## src/rtl/graph_mem_arbiter.sv

```systemverilog
// Round-robin burst read scheduler sharing one memory read port between the
// vertex loader (V) and the edge loader (E); returns words to the burst owner.
module graph_mem_arbiter #(
  parameter int ADDR_W    = 8,
  parameter int DATA_W    = 8,
  parameter int MAX_BURST = 16,
  parameter int LEN_W     = 5
) (
  input  logic              clk,
  input  logic              reset_n,
  input  logic              v_req,
  input  logic [ADDR_W-1:0] v_base,
  input  logic [LEN_W-1:0]  v_len,
  input  logic              e_req,
  input  logic [ADDR_W-1:0] e_base,
  input  logic [LEN_W-1:0]  e_len,
  output logic              v_grant,
  output logic              e_grant,
  output logic [DATA_W-1:0] rd_data,
  output logic              v_valid,
  output logic              e_valid,
  output logic              v_done,
  output logic              e_done,
  output logic              busy,
  output logic              mem_rd,
  output logic [ADDR_W-1:0] mem_addr,
  input  logic [DATA_W-1:0] mem_rdata,
  input  logic              mem_rvalid
);

  typedef enum logic [1:0] {IDLE, ISSUE, WAIT} state_t;

  state_t             state, state_nxt;
  logic               owner_e;
  logic               last_e;
  logic [ADDR_W-1:0]  cur_addr;
  logic [LEN_W-1:0]   remaining;
  logic               pick_v, pick_e, pick_any;
  logic [LEN_W-1:0]   win_len;
  logic [ADDR_W-1:0]  win_base;
  logic               word_in, last_word;

  function automatic logic [LEN_W-1:0] clamp_len(input logic [LEN_W-1:0] len);
    if (len > LEN_W'(MAX_BURST)) return LEN_W'(MAX_BURST);
    return len;
  endfunction

  // On a tie the loader that did not own the previous burst wins.
  always_comb begin
    pick_v    = v_req && (!e_req || last_e);
    pick_e    = e_req && (!v_req || !last_e);
    pick_any  = pick_v || pick_e;
    win_len   = pick_e ? clamp_len(e_len) : clamp_len(v_len);
    win_base  = pick_e ? e_base : v_base;
    word_in   = (state == WAIT) && mem_rvalid;
    last_word = word_in && (remaining == LEN_W'(1));
  end

  always_ff @(posedge clk) begin
    if (!reset_n) state <= IDLE;
    else          state <= state_nxt;
  end

  always_comb begin
    state_nxt = state;
    case (state)
      IDLE:    if (pick_any && (win_len != '0)) state_nxt = ISSUE;
      ISSUE:   state_nxt = WAIT;
      WAIT:    if (word_in) state_nxt = last_word ? IDLE : ISSUE;
      default: state_nxt = IDLE;
    endcase
  end

  assign busy     = (state != IDLE);
  assign mem_rd   = (state == ISSUE);
  assign mem_addr = cur_addr;

  always_ff @(posedge clk) begin
    if (!reset_n) begin
      owner_e   <= 1'b0;
      last_e    <= 1'b1;
      cur_addr  <= '0;
      remaining <= '0;
      rd_data   <= '0;
      v_grant   <= 1'b0;
      e_grant   <= 1'b0;
      v_valid   <= 1'b0;
      e_valid   <= 1'b0;
      v_done    <= 1'b0;
      e_done    <= 1'b0;
    end else begin
      v_grant <= 1'b0;
      e_grant <= 1'b0;
      v_valid <= 1'b0;
      e_valid <= 1'b0;
      v_done  <= 1'b0;
      e_done  <= 1'b0;
      if ((state == IDLE) && pick_any) begin
        v_grant   <= pick_v;
        e_grant   <= pick_e;
        owner_e   <= pick_e;
        last_e    <= pick_e;
        cur_addr  <= win_base;
        remaining <= win_len;
        // A zero-length burst completes in its grant cycle without touching memory.
        if (win_len == '0) begin
          v_done <= pick_v;
          e_done <= pick_e;
        end
      end
      if (word_in) begin
        rd_data   <= mem_rdata;
        v_valid   <= !owner_e;
        e_valid   <= owner_e;
        cur_addr  <= cur_addr + ADDR_W'(1);
        remaining <= remaining - LEN_W'(1);
        if (last_word) begin
          v_done <= !owner_e;
          e_done <= owner_e;
        end
      end
    end
  end

endmodule

```

## config.mk

```make
export PLATFORM = sky130hd
export DESIGN_NAME = graph_mem_arbiter
export DESIGN_NICKNAME = d
export VERILOG_FILES = /design/src/rtl/graph_mem_arbiter.sv
export SDC_FILE = /design/constraint.sdc
export NUM_CORES = 1
export LEC_CHECK = 0
export CAP_MARGIN = 10
export CORE_ASPECT_RATIO = 0.5
export CORE_MARGIN = 4
export CORE_UTILIZATION = 39
export DETAILED_ROUTE_END_ITERATION = 16
export PLACE_DENSITY_LB_ADDON = 0.05
export SYNTH_ARGS = -nofsm -noshare
export SYNTH_HDL_FRONTEND = slang
export SYNTH_SLANG_ARGS = --single-unit
export TNS_END_PERCENT = 50
```

## constraint.sdc

```tcl
create_clock -name clk -period 1.5 [get_ports clk]
set_clock_uncertainty 0.2 [all_clocks]
set_input_delay 0.3 -clock clk [delete_from_list [all_inputs] [get_ports clk]]
set_output_delay 0.3 -clock clk [all_outputs]
set_load 0.03 [all_outputs]
```

==> flow_metrics.py <==
metrics = {
    "yosys": {
        "synthAdderAreaFrac_pct": 2.34,
        "syn-cell-area_um2": 1600,
        "async_reset_ff_share_pct": 0,
        "yosysWarnings": 0,
        "mappedNetlistNets": 230,
        "synth.avg_cell_area_um2": 8.53,
        "synthTopCellsByArea": "dfxtp_1, nand2_1, a21oi_1",
        "synth_mux_area_share_pct": 3.74,
        "syn-instance-count": 188,
        "synth_cell_type_count": 49,
        "synth_compound_area_share_pct": 23.6,
        "synth-main-ff-cell": "dfxtp_1",
        "ys_ff_latch": 31,
        "synth_top_family_by_area": "simple AND/OR/NAND/NOR gates",
        "yosys.area_share.xor_xnor_pct": 2.18,
        "synth-edff-count": 0,
        "ys_seq_area_share_pct": 38.7,
        "synthSimpleGateAreaFrac_pct": 25.4,
        "synth.top_cell.area_share_pct": 38.7,
        "yosysTopAreaCell": "dfxtp_1",
    },
    "place": {
        "gp_congestion": 0.868,
        "placedCellCount": 341,
        "hpwlAfterDp_mm": 3.84,
        "place_area_um2": 2580,
        "port_buffers": 62,
    },
    "routing": {
        "firstDrtPassIters": 4,
        "finalWirelength_mm": 5.45,
        "drc_errors": 0,
        "drt_iter0_drc": 55,
        "num_vias": 1879,
        "drt-vias-per-instance": 5.29,
        "postRouteAntennaNets": 0,
        "wl_per_cell_um": 15.3,
    },
    "final_layout": {
        "mostFrequentLayoutCell": "buf_4",
        "fin_area_um2": 2960,
        "syn2layout_area_growth_pct": 84.3,
        "nNetsFinal": 342,
        "layout_common_cells": "buf_4, clkdlybuf4s50_1, nand2_1, dfxtp_1, a21oi_1",
        "antenna_cells": 0,
        "finalNonFillerCells": 355,
        "layout-drive-gt1-share_pct": 43.2,
        "fillers": 292,
    },
    "critical_path": {
        "r2r_cells": 6,
        "critPathArrivalTime_ps": 1600,
        "worstPathMaxFanout": 2,
        "crit_type": "primary input to flop",
        "critical_path_buf_inv_count": 1,
        "cp_common_cell": "a21o_1",
        "critPathTopFamily": "simple AND/OR/NAND/NOR gates",
        "path_cells": "dlygate4sd2_1 > or4_1 > nor3_2 > a21o_1 > a21o_1",
        "end_kind": "flop",
        "cp_slowest_cell": "or4_1",
        "r2r_setup_slack_ps": -70,
        "regToRegEndpoint": "e_done$_SDFF_PN0_",
        "required_ps": 1520,
        "max_stage_delay_ps": 530,
        "timing.rr.start": "remaining[1]$_SDFFE_PN0P_",
        "cp-start-kind": "primary input",
    },
    "floorplanning": {
        "pin_count": 63,
        "start_util_pct": 40.9,
        "core_area_um2": 3920,
        "num_rows": 16,
        "die_width_um": 98.7,
        "die_h_um": 53.4,
        "die-area_um2": 5270,
    },
    "power_and_ir_drop": {
        "powerDensity_nw_per_um2": 894,
        "p_leak_nw": 1.21,
        "ir_drop_v": 0.000526,
        "pwr-share-comb_pct": 35.2,
        "switching_share_pct": 31.8,
        "switchingPower_mw": 0.841,
        "p_int_mw": 1.80,
        "p_clk_share_pct": 28.0,
        "seq_power_share_pct": 36.7,
        "power_mw": 2.64,
    },
    "cts": {
        "insertion_delay_ps": 290,
        "clock-sinks": 31,
        "htreeDepth": 2,
        "clk_path_buf_depth": 2,
        "root_buffer": "clkbuf_8",
        "clkTransAtPathRegs_ps": 70,
        "cts_buffers": 5,
        "cts_tree": "done",
    },
    "timing": {
        "max_freq_mhz": 634,
        "setup_viol": 10,
        "worstMarginPinSlew_ps": 315,
        "hold_viol": 0,
        "fin_crit_ps": 1580,
        "rsz0062_at_grt": "true",
        "holdWs_ps": 248,
        "drv_slew": 0,
        "fin_setup_tns_ps": -398,
        "finalCritPeriodShare_pct": 105,
        "setup_slack_ps": -77.9,
        "slew_headroom_pct": 78.9,
    },
    "min_path": {
        "min_to": "rd_data[0]$_SDFFE_PN0P_",
        "min_from": "rd_data[0]$_SDFFE_PN0P_",
        "min_path_type": "flop to flop",
        "min_path_cells": 2,
    },
    "global_routing": {
        "grt_overflow": 0,
        "first_global_vias": 1733,
        "track_usage_pct": 20.0,
        "antenna_found_initial": 0,
        "grt_max_degree": 15,
        "grt_pass1_wl_mm": 8.12,
    },
    "status": {
        "status": "finished with violations",
        "violations": "negative setup slack",
    },
    "flow_run": {
        "max_cap_violations": 0,
    },
}
## logic make-up after synthesis
family,after synthesis
AOI/OAI and AO/OA,53
muxes,6
and+or+nand+nor,77
xor gates and xnor gates,4
buffers and inverters,14
DFF,31
adders and majority gates,3
## routing by layer
| layer | up-vias | routed length (µm) | global-route usage [%] |
|---|---|---|---|
| li1 | 916 | - | - |
| met3 | 8 | 416 | 5.66 |
| met4 | 0 | 57 | 2.72 |
| met5 | - | 0 | 0 |
| met1 | 889 | 2450 | 26.2 |
| met2 | 66 | 2520 | 34.0 |
## worst max path at each step
stage,cells past startpoint,to,start
after global placement,5,mem_addr[4]$_SDFFE_PN0P_,mem_rvalid
after floorplan,6,mem_addr[3]$_SDFFE_PN0P_,state[1]$_SDFFE_PN0P_
after global routing,5,v_done$_SDFF_PN0_,v_len[4]
final,5,v_done$_SDFF_PN0_,v_len[4]
after detailed placement,5,mem_addr[4]$_SDFFE_PN0P_,mem_rvalid
after CTS,4,busy,state[1]$_SDFFE_PN0P_
## area by class of cell
cell class                      instances  area [µm²]  area share (%)
Sequential cell                        31         643            21.8
Inverter                                5        23.8           0.804
Timing Repair Buffer                  114         987            33.4
Clock buffer                            7        96.3            3.26
Clock inverter                          1        7.51           0.254
Tap cell                               54        67.6            2.29
Multi-Input combinational cell        143        1130            38.3
## Yosys cell counts, drive strengths merged, types with 2 or more instances
cell type	instances
nor2	12
o211ai	2
a21boi	2
clkbuf	3
or2	2
nor3	7
o21ai	9
a21o	2
xor2	2
buf	6
nor3b	3
or4	2
mux2i	6
nand3b	2
a31oi	3
ha	3
a32oi	5
dfxtp	31
or3b	3
a21oi	15
and3	2
inv	4
a2111oi	3
nor2b	4
nor4	2
o22ai	2
o21a	3
a211oi	3
xnor2	2
nand2b	2
nand3	8
nand2	24
## registers in the layout, summed over array words and instances, names as in the netlist, 2 cells and up
name       cells
mem_addr       8
rd_data        8
remaining      5
state          2
## power by group through the flow
stage | Sequential [mW] | Clock [mW] | Combinational, mW
after global routing | 0.978 | 0.792 | 0.992
after detailed placement | 0.969 | 0 | 0.777
after floorplan | 1.04 | 0 | 0.302
after global placement | 0.969 | 0 | 0.767
final | 0.971 | 0.740 | 0.931
after CTS | 0.963 | 0.748 | 0.852
## worst min-delay path: cells and delay by family (launching register included)
kind               cells  cell delay (ps)
DFF                    1              310
AOI/OAI and AO/OA      1               50
and+or+nand+nor        1               50
## through the flow
step           worst slack (ps)  utilization, %
6_report                  -77.9            75.4
5_1_grt                    -147            75.4
4_1_cts                    -146            72.2
3_5_place_dp               -654            65.8
3_3_place_gp               -582            65.8
2_1_floorplan             -70.3               -
## what timing repair did
| item | 4_1_cts | 5_1_grt |
|---|---|---|
| pin swaps | 16 | 13 |
| cloned | 1 | 0 |
| endpoints found under the hold margin | 0 | 0 |
| hold buffers | 0 | 0 |
| buffers inserted | 0 | 6 |
| resized for setup | 59 | 32 |
| setup endpoints to repair | 34 | 23 |
(Power assumes the default switching activity.)
